==> src/rtl/multicycle_controller.sv <==
// rtl/multicycle_controller.sv - multi-cycle RV32I-subset control FSM with memory handshake and watchdog
//
// Ports:
//   clk, reset            rising-edge clock, synchronous active-high reset
//   opcode[6:0]           IR opcode, sampled only in DECODE
//   mem_ready             memory completes the current request this cycle
//   ir_load, mem_req      IR load strobe / memory request (FETCH, MEM)
//   mem_we                memory write (MEM of SW)
//   alu_src, alu_op[1:0]  datapath ALU controls
//   mem_to_reg, reg_write writeback source / regfile write strobe
//   branch, jalr_sel,     PC controls
//   jmp_sel
//   retire                one-cycle instruction-complete pulse
//   halted, illegal,      sticky status flags
//   bus_err
//   cycle_cnt,            free-running cycle and retired-instruction counters
//   instret_cnt

module multicycle_controller #(
  parameter  int CNT_W       = 32,
  parameter  int MEM_TIMEOUT = 16,
  localparam int TMO_W       = $clog2(MEM_TIMEOUT + 1)
) (
  input  logic             clk,
  input  logic             reset,
  input  logic [6:0]       opcode,
  input  logic             mem_ready,
  output logic             ir_load,
  output logic             mem_req,
  output logic             mem_we,
  output logic             alu_src,
  output logic [1:0]       alu_op,
  output logic             mem_to_reg,
  output logic             reg_write,
  output logic             branch,
  output logic             jalr_sel,
  output logic             jmp_sel,
  output logic             retire,
  output logic             halted,
  output logic             illegal,
  output logic             bus_err,
  output logic [CNT_W-1:0] cycle_cnt,
  output logic [CNT_W-1:0] instret_cnt
);

  localparam logic [6:0] OP_R    = 7'b0110011;
  localparam logic [6:0] OP_I    = 7'b0010011;
  localparam logic [6:0] OP_LUI  = 7'b0110111;
  localparam logic [6:0] OP_LW   = 7'b0000011;
  localparam logic [6:0] OP_SW   = 7'b0100011;
  localparam logic [6:0] OP_BR   = 7'b1100011;
  localparam logic [6:0] OP_JAL  = 7'b1101111;
  localparam logic [6:0] OP_JALR = 7'b1100111;
  localparam logic [6:0] OP_HALT = 7'b0000001;

  localparam logic [TMO_W-1:0] WAIT_LAST = TMO_W'(MEM_TIMEOUT - 1);

  typedef enum logic [2:0] {
    S_FETCH, S_DECODE, S_EXEC, S_MEM, S_WB, S_HALTED
  } state_t;

  typedef enum logic [2:0] {
    C_R, C_I, C_LUI, C_LW, C_SW, C_BR, C_JAL, C_JALR
  } cls_t;

  state_t            state_q, state_d;
  cls_t              cls_q, cls_d;
  logic [TMO_W-1:0]  wait_q, wait_d;
  logic              illegal_q, illegal_d;
  logic              bus_err_q, bus_err_d;
  logic [CNT_W-1:0]  cycle_q, cycle_d;
  logic [CNT_W-1:0]  instret_q, instret_d;

  cls_t              dec_cls;
  logic              dec_valid;
  logic              dec_halt;
  logic              retire_now;

  // ---------------------------------------------------------------
  // State register
  // ---------------------------------------------------------------
  always_ff @(posedge clk) begin
    if (reset) begin
      state_q   <= S_FETCH;
      cls_q     <= C_R;
      wait_q    <= '0;
      illegal_q <= 1'b0;
      bus_err_q <= 1'b0;
      cycle_q   <= '0;
      instret_q <= '0;
    end else begin
      state_q   <= state_d;
      cls_q     <= cls_d;
      wait_q    <= wait_d;
      illegal_q <= illegal_d;
      bus_err_q <= bus_err_d;
      cycle_q   <= cycle_d;
      instret_q <= instret_d;
    end
  end

  // ---------------------------------------------------------------
  // Opcode classification (only consumed in DECODE)
  // ---------------------------------------------------------------
  always_comb begin
    dec_cls   = C_R;
    dec_valid = 1'b1;
    dec_halt  = 1'b0;
    case (opcode)
      OP_R:    dec_cls = C_R;
      OP_I:    dec_cls = C_I;
      OP_LUI:  dec_cls = C_LUI;
      OP_LW:   dec_cls = C_LW;
      OP_SW:   dec_cls = C_SW;
      OP_BR:   dec_cls = C_BR;
      OP_JAL:  dec_cls = C_JAL;
      OP_JALR: dec_cls = C_JALR;
      OP_HALT: dec_halt = 1'b1;
      default: dec_valid = 1'b0;
    endcase
  end

  // ---------------------------------------------------------------
  // Next-state logic
  // ---------------------------------------------------------------
  always_comb begin
    state_d    = state_q;
    cls_d      = cls_q;
    wait_d     = '0;          // any state change or mem_ready clears the watchdog
    illegal_d  = illegal_q;
    bus_err_d  = bus_err_q;
    retire_now = 1'b0;

    case (state_q)
      S_FETCH: begin
        if (mem_ready) begin
          state_d = S_DECODE;
        end else if (wait_q == WAIT_LAST) begin
          state_d   = S_HALTED;
          bus_err_d = 1'b1;
        end else begin
          wait_d = wait_q + TMO_W'(1);
        end
      end
      S_DECODE: begin
        if (dec_halt) begin
          state_d = S_HALTED;
        end else if (!dec_valid) begin
          state_d   = S_HALTED;
          illegal_d = 1'b1;
        end else begin
          cls_d   = dec_cls;
          state_d = S_EXEC;
        end
      end
      S_EXEC: begin
        case (cls_q)
          C_LW, C_SW: state_d = S_MEM;
          C_BR: begin
            retire_now = 1'b1;
            state_d    = S_FETCH;
          end
          default:    state_d = S_WB;
        endcase
      end
      S_MEM: begin
        if (mem_ready) begin
          if (cls_q == C_LW) begin
            state_d = S_WB;
          end else begin
            retire_now = 1'b1;
            state_d    = S_FETCH;
          end
        end else if (wait_q == WAIT_LAST) begin
          state_d   = S_HALTED;
          bus_err_d = 1'b1;
        end else begin
          wait_d = wait_q + TMO_W'(1);
        end
      end
      S_WB: begin
        retire_now = 1'b1;
        state_d    = S_FETCH;
      end
      default: state_d = S_HALTED;
    endcase

    cycle_d   = (state_q != S_HALTED) ? cycle_q + CNT_W'(1) : cycle_q;
    instret_d = retire_now ? instret_q + CNT_W'(1) : instret_q;
  end

  // ---------------------------------------------------------------
  // Output logic; everything is forced low while reset is held
  // ---------------------------------------------------------------
  always_comb begin
    ir_load     = 1'b0;
    mem_req     = 1'b0;
    mem_we      = 1'b0;
    alu_src     = 1'b0;
    alu_op      = 2'b00;
    mem_to_reg  = 1'b0;
    reg_write   = 1'b0;
    branch      = 1'b0;
    jalr_sel    = 1'b0;
    jmp_sel     = 1'b0;
    retire      = 1'b0;
    halted      = 1'b0;
    illegal     = 1'b0;
    bus_err     = 1'b0;
    cycle_cnt   = '0;
    instret_cnt = '0;

    if (!reset) begin
      halted      = (state_q == S_HALTED);
      illegal     = illegal_q;
      bus_err     = bus_err_q;
      cycle_cnt   = cycle_q;
      instret_cnt = instret_q;
      retire      = retire_now;

      case (state_q)
        S_FETCH: begin
          mem_req = 1'b1;
          ir_load = mem_ready;
        end
        S_MEM: begin
          mem_req = 1'b1;
          mem_we  = (cls_q == C_SW);
        end
        S_WB:    reg_write = 1'b1;
        default: ;
      endcase

      // Datapath controls come from the latched class from EXEC through WB
      if (state_q == S_EXEC || state_q == S_MEM || state_q == S_WB) begin
        alu_src    = (cls_q == C_LW) || (cls_q == C_SW) || (cls_q == C_I) ||
                     (cls_q == C_JALR) || (cls_q == C_LUI);
        mem_to_reg = (cls_q == C_LW);
        jalr_sel   = (cls_q == C_JALR);
        jmp_sel    = (cls_q == C_JAL) || (cls_q == C_JALR);
        branch     = (cls_q == C_BR) && (state_q == S_EXEC);
        case (cls_q)
          C_BR:       alu_op = 2'b01;
          C_R, C_I:   alu_op = 2'b10;
          C_LUI:      alu_op = 2'b11;
          default:    alu_op = 2'b00;
        endcase
      end
    end
  end

endmodule

==> config.mk <==
export PLATFORM = sky130hd
export DESIGN_NAME = multicycle_controller
export DESIGN_NICKNAME = d
export VERILOG_FILES = /design/src/rtl/multicycle_controller.sv
export SDC_FILE = /design/constraint.sdc
export NUM_CORES = 1
export LEC_CHECK = 0
export ABC_CLOCK_PERIOD_IN_PS = 1740
export BUFFER_PORTS_ARGS = -buffer_cell sky130_fd_sc_hd__buf_2
export CORE_MARGIN = 2
export CORE_UTILIZATION = 40
export DETAILED_ROUTE_END_ITERATION = 10
export PLACE_DENSITY_LB_ADDON = 0.2
export SLEW_MARGIN = 20
export SYNTH_ARGS = -nofsm -noshare
export SYNTH_HDL_FRONTEND = slang
export SYNTH_SLANG_ARGS = --single-unit
==> constraint.sdc <==
create_clock -name clk -period 1.74 [get_ports clk]
set_input_delay 0.174 -clock clk [delete_from_list [all_inputs] [get_ports clk]]
set_output_delay 0.174 -clock clk [all_outputs]
set_load 0.02 [all_outputs]
==> results by group, run 1 <==
Floorplanning
  – Chip Height: around 110 um
  – Std-Cell Rows: 38
  – I/O pin count: between 80 and 90
  – Die area: 0.0117 mm2
  – Die X: 108 um
  – Core ar.: ~0.011 mm2
  – Initial Utilization: a little over 40%

Route
  – Residual DRC: 0
  – Via/cell ratio: 5.17
  – WL final: between 10 and 15 mm
  – Final ANT Viol Nets: 0
  – Post-DR wirelength/cell: between 10 and 15 um
  – Iteration-0 DRC Markers: roughly 160
  – DR vias: ~4.5k
  – First-pass DRT Iterations: 4

Setup path
  – Crit-path max FO: 5
  – End of the critical path: retire
  – Worst path top cell family by delay: buffers and inverters
  – Req. time, crit path: 1570 ps
  – Critical path type: reg2out
  – R2r startpoint: state_q[0]$_SDFF_PP0_
  – CP Depth: 8
  – Slowest Stage Delay on Critical Path: 350 ps
  – Startpoint class of the critical path: register
  – Critical Path, Cell by Cell: buf_6 -> nor2_4 -> buf_4 -> a32o_2 -> nor2_4 -> buf_6 -> nor2_4 -> buf_6
  – Worst R2R Path Depth: 8
  – Worst reg2reg endpoint: instret_q[23]$_SDFFE_PP0P_
  – Critical path capture point type: primary output
  – Crit-path slowest cell: dfxtp_2
  – Critical path buffer and inverter count: 4
  – Worst EP arrival: roughly 1700 ps
  – Crit path from: state_q[0]$_SDFF_PP0_
  – Flop2flop setup slack: -130 ps

Yosys
  – Mapped cell area: about 0.0044 mm2
  – YS warnings: 0
  – Post-synth EDFFs: 0
  – Sequential fraction of the synthesis area: roughly 35%
  – Ys flop type: dfxtp_1
  – Syn Nets: about 550
  – Syn Area/Cell: just over 8 um2
  – Synth cell types: 55
  – Post-synthesis register bit count: 77
  – Synth Instances: between 500 and 600
  – Ys async rst share: 0%

Clocking
  – Worst-Skew Late Latency: between 300 and 400 ps
  – Cts bufs inserted: 9
  – Clock Path Buffers: 2
  – Clock-pin slew on the worst setup and hold paths: 80 ps
  – TritonCTS clock tree: yes
  – Clk sink count: 77
  – Hold buffers post-CTS: 0
  – CTS Root Cell: clkbuf_8
  – H-Tree Level Count: 3

Layout
  – Number of fill cells: ~960
  – Layout Nets: ~730
  – Area growth, synth to finish: 52.3%
  – Antenna cells: 0
  – Proportion of layout cells with a drive suffix above 1: 45.2%

Global routing
  – First-pass GRT wire length: 18.5 mm
  – Largest net degree at the start of global routing: 56
  – GRT Total Usage: 19.5%
  – Vias in the first global route: 4,119
  – Global route total overflow: 0
  – Initial antenna violation count: 0

Min path
  – Hold_sp: opcode[3]
  – Hold WC Path Type: in2reg

Power
  – Gate power share: 14.0%
  – Flop pwr share: between 40% and 50%
  – Switch Pwr: 1000 uW
  – Cell Pwr Density: a little under 600 mW/mm2
  – LEAKAGE: about 0.0028 uW
  – Worst vdd rail ir drop: between 0.4 and 0.5 mV
  – Clk pwr share: around 39%
  – Sw Share: approximately a quarter
  – Internal: between 2000 and 3000 uW
  – Total power: roughly 3800 uW

Outcome
  – Status: finished with violations
  – Violated checks: setup timing

Timing
  – Hold Slack: between 100 and 150 ps
  – Period utilization: 108%
  – Setup skew after layout: ~12 ps
  – RSZ-0062 raised after global routing: true
  – Count of final hold-check violations: 0
  – Worst-margin pin slew: 498 ps
  – Setup ws final: -134 ps
  – Tmin final: roughly 1900 ps
  – Pins Over Slew Limit: 0
  – Max_slew headroom: about two thirds
  – # setup viols final: 24
  – Max Fclk: 534 MHz

Placement
  – Port Buffers: 88
  – Final GP Congestion: approximately 0.83
  – HPWL Detailed: between 8 and 9 mm
  – Setup WS pre-CTS: -211 ps

Job
  – Max-cap violations: 0
cell families after synthesis:
kind of cell / Yosys count / synth area share, %
AND/OR/NAND/NOR: 281 / 35.4
AO/OA/AOI/OAI: 82 / 13.3
flip-flops: 77 / 35.4
buffers and inverters: 45 / 4.20
XOR/XNOR: 39 / 7.84
multiplexers: 11 / 2.76
adder cells (fa/ha/maj): 4 / 1.15
Yosys cell counts, drive strengths merged, types with 4 or more instances:
master,count,area (um2)
mux2,8,90.1
or2,4,25.0
nor2,71,269
xnor2,13,114
dfxtp,77,1540
buf,9,47.6
nand4,15,100
xor2,26,228
ha,4,50.1
inv,11,41.3
nor3,8,40.0
a2111oi,8,88.8
nand2b,7,43.8
a211oi,6,45.0
o2111ai,6,52.6
a21oi,19,95.1
and3,14,87.6
clkbuf,25,93.8
nor2b,64,400
and2,7,43.8
or4,8,60.1
and4,6,52.6
or3,14,87.6
o21ai,21,105
nand3,22,110
a31oi,4,25.0
nand2,30,113
sequential cells by signal, summed over array words and instances, names as in the netlist:
name / cells
bus_err_q: 1
cls_q: 3
cycle_q: 32
illegal_q: 1
instret_q: 32
state_q: 3
wait_q: 5
through the flow:
stage          TNS (ps)  area [um2]  util [%]  cells
2_1_floorplan     -1500        4360         -    539
3_3_place_gp       -655        5580      51.9    830
3_5_place_dp      -1900        5580      51.9    830
4_1_cts           -2850        6050      56.3    852
5_1_grt           -5310        6630      61.7    864
6_report          -1920        6630      61.7    864
worst register-to-register path, stage by stage (launching register included):
cell and delay (ps):
dfxtp_2 340, buf_6 130, nor3b_4 220, o21ba_4 200
buf_6 140, o2111ai_4 140, buf_6 180, or3_4 330
a21oi_2 130
placed cells by master, fill, tap and decap left out, types with 4 or more instances in the layout:
cell	count
or3_1	5
a21oi_1	10
or3_4	9
xor2_1	26
nand2b_1	7
and2_1	5
o2111ai_4	5
nand4_1	14
nand3_1	21
buf_2	78
inv_1	11
buf_6	16
nor2b_1	62
xnor2_2	4
a31oi_1	4
buf_4	105
o21ai_0	18
a2111oi_4	6
xnor2_1	9
a21oi_2	9
nor3_1	4
a211oi_2	5
dfxtp_1	59
mux2_2	7
nand2_1	27
dfxtp_2	17
and4_1	5
or4_1	8
clkbuf_8	9
and3_1	11
nor2_1	66
power by group through the flow:
| stage | Clock (uW) | Combinational (uW) | Sequential [uW] |
|---|---|---|---|
| after CTS | 1540 | 470 | 1810 |
| after floorplan | 0 | 225 | 1850 |
| after global placement | 0 | 388 | 1840 |
| final | 1500 | 540 | 1810 |
| after global routing | 1600 | 585 | 1810 |
| after detailed placement | 0 | 396 | 1840 |
how the worst min path moves through the flow:
stage / end / slack, ps / depth (start not counted)
5_1_grt: cls_q[0]$_SDFFE_PP0P_ / 160 / 3
4_1_cts: cls_q[0]$_SDFFE_PP0P_ / 130 / 3
2_1_floorplan: cls_q[2]$_SDFFE_PP0P_ / 360 / 2
6_report: cls_q[0]$_SDFFE_PP0P_ / 140 / 3
3_5_place_dp: illegal_q$_SDFFE_PP0P_ / 470 / 2
3_3_place_gp: illegal_q$_SDFFE_PP0P_ / 450 / 2
cell type report:
cell class,instances,area (um2),area share (%)
Clock buffer,10,128,1.92
Clock inverter,6,87.6,1.32
Inverter,11,41.3,0.623
Multi-Input combinational cell,417,3200,48.2
Sequential cell,77,1570,23.6
Tap cell,140,175,2.64
Timing Repair Buffer,203,1430,21.6
timing repair:
item / in CTS / in global routing
hold endpoints to repair: 0 / 0
buffers inserted: 6 / 14
endpoints found under the setup margin: 38 / 55
gates resized for setup: 60 / 96
pin swaps: 14 / 50
gates cloned: 0 / 1
metal layers:
layer	GRT usage, %	part of all wire [%]	vias up
met3	3.92	3.8	23
met2	34.1	50	90
met5	0	0	-
met4	6.23	1.9	0
met1	23.9	45	2109
li1	-	-	2243
Power figures use the tool's default switching activity.
==> run 2, diff against run 1 <==
- ABC_CLOCK_PERIOD_IN_PS: 1740 -> 1660
- clock period: 1.74 -> 1.66 ns (I/O delays scaled with it)
==> results by group, run 2 (synthesis results as in run 1) <==
Outcome
  – Status: finished with violations
  – Violated checks: setup timing

Floorplanning
  – Initial Utilization: approximately two fifths
  – Die X: ~110 um
  – Std-Cell Rows: 38
  – Die area: 0.0117 mm2
  – Chip Height: about 110 um
  – I/O pin count: 89
  – Core ar.: 0.0107 mm2

Route
  – WL final: 13.0 mm
  – Residual DRC: 0
  – Via/cell ratio: 5.15
  – First-pass DRT Iterations: 4
  – Final ANT Viol Nets: 0
  – Iteration-0 DRC Markers: ~200
  – Post-DR wirelength/cell: 14.6 um
  – DR vias: between 4k and 5k

Layout
  – Number of fill cells: 927
  – Largest regs: cycle_q x32, instret_q x32, wait_q x5
  – Commonest non-fill, non-tap cell in the layout: buf_4
  – Antenna cells: 0
  – Layout Nets: around 760
  – Final Cell Area: roughly 0.0068 mm2
  – Area growth, synth to finish: 56.4%
  – Proportion of layout cells with a drive suffix above 1: between 40% and 50%
  – Most frequent cells in the layout: buf_4 (132), buf_2 (76), dfxtp_1 (66)

Timing
  – Setup ws final: -253 ps
  – Pins Over Slew Limit: 0
  – Worst-margin pin slew: 643 ps
  – Max_slew headroom: a little under three fifths
  – Tmin final: between 1500 and 2000 ps
  – Hold Slack: between 100 and 150 ps
  – Count of final hold-check violations: 0
  – Period utilization: 115%
  – # setup viols final: 40
  – RSZ-0062 raised after global routing: true
  – Setup skew after layout: about 14 ps
  – Max Fclk: about 520 MHz

Setup path
  – R2r startpoint: state_q[1]$_SDFF_PP0_
  – Critical path capture point type: primary output
  – Critical path type: reg2out
  – Startpoint class of the critical path: register
  – Req. time, crit path: around 1500 ps
  – Worst EP arrival: roughly 1800 ps
  – Crit-path max FO: 8
  – Crit path from: state_q[1]$_SDFF_PP0_

Clocking
  – CTS Root Cell: clkbuf_8
  – Clock Path Buffers: 2
  – Clk sink count: between 70 and 80
  – Worst-Skew Late Latency: about 360 ps
  – H-Tree Level Count: 3
  – Cts bufs inserted: 9
  – TritonCTS clock tree: yes
  – Clock-pin slew on the worst setup and hold paths: approximately 80 ps

Global routing
  – Global route total overflow: 0
  – GRT Total Usage: between 20% and 30%
  – Initial antenna violation count: 0
  – Largest net degree at the start of global routing: 77
  – Vias in the first global route: around 4.3k
  – First-pass GRT wire length: 20.1 mm

Placement
  – Final GP Congestion: slightly below 0.9
  – DP Area: ~0.0058 mm2
  – Port Buffers: 88
  – HPWL Detailed: roughly 8.5 mm

Min path
  – Hold WC Path Type: in2reg
  – Hold_sp: opcode[3]

Power
  – Worst vdd rail ir drop: between 0.3 and 0.4 mV
  – LEAKAGE: 0.00290 uW
  – Cell Pwr Density: 543 mW/mm2

Job
  – Max-cap violations: 0
==> run 2: cell types whose count changed in the layout (fill, tap and decap cells not counted), sizes merged <==
cell	change
clkinv	+4
buf	+24
o2111ai	+1
clkinvlp	-3
bufinv	-2
==> run 2: cell type report <==
type / count / area, um2 / area share [%]
Clock inverter: 5 / 28.8 / 0.422
Multi-Input combinational cell: 418 / 3260 / 47.9
Inverter: 11 / 41.3 / 0.606
Sequential cell: 77 / 1570 / 23.0
Timing Repair Buffer: 227 / 1610 / 23.6
Clock buffer: 10 / 128 / 1.87
Tap cell: 140 / 175 / 2.57
==> run 2: repair_timing <==
| action | in CTS | in global routing |
|---|---|---|
| hold buffers | 0 | 0 |
| endpoints found under the setup margin | 57 | 63 |
| pin swaps | 31 | 32 |
| buffers inserted | 13 | 12 |
| resized for setup | 108 | 53 |
| cloned | 0 | 1 |
==> run 2: per-layer routing <==
| layer | global-route usage (%) | vias up | wire length, um |
|---|---|---|---|
| li1 | - | 2292 | - |
| met1 | 26.0 | 2154 | 5560 |
| met2 | 38.5 | 103 | 6680 |
| met3 | 4.52 | 20 | 513 |
| met4 | 6.87 | 0 | 246 |
| met5 | 0 | - | 0 |
==> run 2: stage by stage <==
stage	std cells	setup WS [ps]	power [uW]	utilization, %	TNS, ps
3_3_place_gp	849	-222	2340	53.7	-4340
3_5_place_dp	849	-291	2350	53.7	-5990
4_1_cts	876	-214	3660	60.4	-2850
6_report	888	-253	3700	63.4	-4720
5_1_grt	888	-317	3860	63.4	-8590
2_1_floorplan	539	-207	2180	-	-1350
==> run 2: worst paths after layout <==
path / end / slack (ps) / cells after the start
max reg2reg: instret_q[25]$_SDFFE_PP0P_ / -200 / 7
min: cls_q[0]$_SDFFE_PP0P_ / 140 / 3
min reg2reg: illegal_q$_SDFFE_PP0P_ / 470 / 2
max: alu_src / -250 / 6
==> run 2: power by group <==
group          switching, uW  total, uW  leakage (uW)  internal, uW
clock                    697       1220     0.0000856           527
combinational            312        573       0.00219           261
sequential              32.1       1900      0.000628          1870
==> run 2: worst max-delay path: stages, from the launching register on <==
cell and delay (ps):
dfxtp_4 390, nor2b_4 180, buf_6 110, a21oi_2 30
or2_4 320, a211oi_4 210, buf_6 150
==> run 3, diff against run 2 <==
- ABC_CLOCK_PERIOD_IN_PS: 1660 -> 2200
- HOLD_SLACK_MARGIN: unset -> 0.03
- SKIP_LAST_GASP: unset -> 1
- clock period: 1.66 -> 2.2 ns (I/O delays scaled with it)
==> results by group, run 3 (synthesis results as in run 1) <==
Outcome
  – Status: finished, final reports clean

Clocking
  – Clock-pin slew on the worst setup and hold paths: 80 ps
  – TritonCTS clock tree: yes
  – CTS Root Cell: clkbuf_8
  – Cts bufs inserted: 9
  – Clk sink count: just under 80
  – H-Tree Level Count: 3
  – Hold buffers post-CTS: 0
  – Clock Path Buffers: 2
  – Worst-Skew Late Latency: 350 ps

Setup path
  – Startpoint class of the critical path: register
  – Req. time, crit path: 1980 ps
  – Worst path top cell family by delay: buffers and inverters
  – Crit-path max FO: 10
  – Critical Path, Cell by Cell: and2_1 -> buf_4 -> o21ba_4 -> nor2_4 -> buf_4 -> nor2_1 -> buf_2
  – Worst EP arrival: around 1900 ps
  – Worst reg2reg endpoint: instret_q[30]$_SDFFE_PP0P_
  – R2r startpoint: instret_q[3]$_SDFFE_PP0P_
  – Critical path capture point type: primary output
  – CP most frequent cell: buf_4
  – Critical path buffer and inverter count: 3
  – Crit-path slowest cell: dfxtp_1
  – Flop2flop setup slack: 180 ps
  – Critical path type: reg2out
  – Slowest Stage Delay on Critical Path: ~360 ps
  – Worst R2R Path Depth: 5

Placement
  – Port Buffers: between 80 and 90
  – DP Cell Count: between 700 and 800
  – HPWL Detailed: around 7.1 mm
  – DP Area: between 0.004 and 0.005 mm2
  – Final GP Congestion: 0.802

Floorplanning
  – Die area: 0.0117 mm2
  – Std-Cell Rows: 38
  – Chip Height: around 110 um
  – I/O pin count: 89
  – Core ar.: roughly 0.011 mm2
  – Initial Utilization: between 40% and 50%
  – Die X: 108 um

Layout
  – Proportion of layout cells with a drive suffix above 1: about a quarter
  – Final Cell Area: 0.00518 mm2
  – Final Non-Filler Cells: roughly 770
  – Finished Core Util: 48.2%
  – Antenna cells: 0
  – Commonest non-fill, non-tap cell in the layout: buf_2
  – Area growth, synth to finish: 18.9%
  – Layout Nets: 635
  – Largest regs: cycle_q x32, instret_q x32, wait_q x5
  – Most frequent cells in the layout: buf_2 (87), dfxtp_1 (75), nor2_1 (70)

Power
  – LEAKAGE: about 0.0022 uW
  – Total power: approximately 2700 uW
  – Cell Pwr Density: roughly 520 mW/mm2
  – Worst vdd rail ir drop: around 0.23 mV

Route
  – DR vias: around 4k
  – Post-DR wirelength/cell: roughly 13 um
  – Residual DRC: 0
  – Via/cell ratio: ~5.1
  – Iteration-0 DRC Markers: around 160
  – First-pass DRT Iterations: 6
  – Final ANT Viol Nets: 0
  – WL final: between 10 and 15 mm

Timing
  – RSZ-0062 raised after global routing: true
  – # setup viols final: 0
  – Pins Over Slew Limit: 0
  – Period utilization: 94.7%
  – Worst-margin pin slew: 683 ps
  – Setup skew after layout: 12.7 ps
  – Hold Slack: 150 ps
  – Tmin final: around 2100 ps
  – Count of final hold-check violations: 0
  – Max_slew headroom: a little over half
  – Max Fclk: approximately 480 MHz

Global routing
  – Initial antenna violation count: 0
  – Global route total overflow: 0
  – Vias in the first global route: ~3.5k
  – Largest net degree at the start of global routing: just over 80
  – GRT Total Usage: ~17%
  – First-pass GRT wire length: about 16 mm

Min path
  – Hold Crit Endpoint: state_q[0]$_SDFF_PP0_
  – Hold WC Path Type: in2reg
  – Hold_sp: reset
  – Hold path depth: 2

Job
  – Max-cap violations: 0
run 3: area by class of cell:
cell class / count / area [um2]
fill: 1096 / 5570
multi-input combinational: 417 / 2660
sequential: 77 / 1540
timing repair buffer: 105 / 583
tap: 140 / 175
clock buffer: 14 / 173
inverter: 11 / 41.3
clock inverter: 1 / 5.00
run 3: timing repair:
item                                    4_1_cts  5_1_grt
resized for setup                             4        6
buffers inserted                              0        0
endpoints found under the setup margin        2        6
run 3: through the flow:
| step | setup WS, ps | TNS (ps) |
|---|---|---|
| after floorplan | 251 | 0 |
| after global placement | 169 | 0 |
| after detailed placement | 65.3 | 0 |
| after CTS | 12.0 | 0 |
| after global routing | -54.5 | -69.9 |
| final | 116 | 0 |
run 3: where the power goes:
| part | internal (uW) | switching, uW | total [uW] |
|---|---|---|---|
| registers | 1410 | 19.3 | 1430 |
| logic | 101 | 165 | 265 |
| clock network | 497 | 505 | 1000 |
| total | 2010 | 689 | 2700 |
run 3: per-layer routing:
metal	wire length [um]	share of wire [%]	global-route usage (%)	vias to the layer above
met1	4920	49	22.0	1783
met5	0	0	0	-
li1	-	-	-	2054
met3	359	3.6	3.32	9
met2	4620	46	28.7	69
met4	111	1.1	6.23	0
run 3: worst max path at each step:
stage                          startpoint  slack [ps]  cells after the start                     to
floorplan           state_q[2]$_SDFF_PP0_         250                      5              alu_op[1]
CTS                 state_q[0]$_SDFF_PP0_          10                      7                 retire
global placement     wait_q[0]$_SDFF_PP0_         170                      8  state_q[0]$_SDFF_PP0_
detailed placement   wait_q[0]$_SDFF_PP0_          70                      8  state_q[0]$_SDFF_PP0_
global route        state_q[2]$_SDFF_PP0_         -50                      6                 retire
finish              state_q[0]$_SDFF_PP0_         120                      7                 retire
run 3: worst register-to-register path, delay by kind of cell (launching register included):
family / cells / cell delay [ps]
AND/OR/NAND/NOR: 3 / 1100
AO/OA/AOI/OAI: 2 / 420
flip-flops: 1 / 430
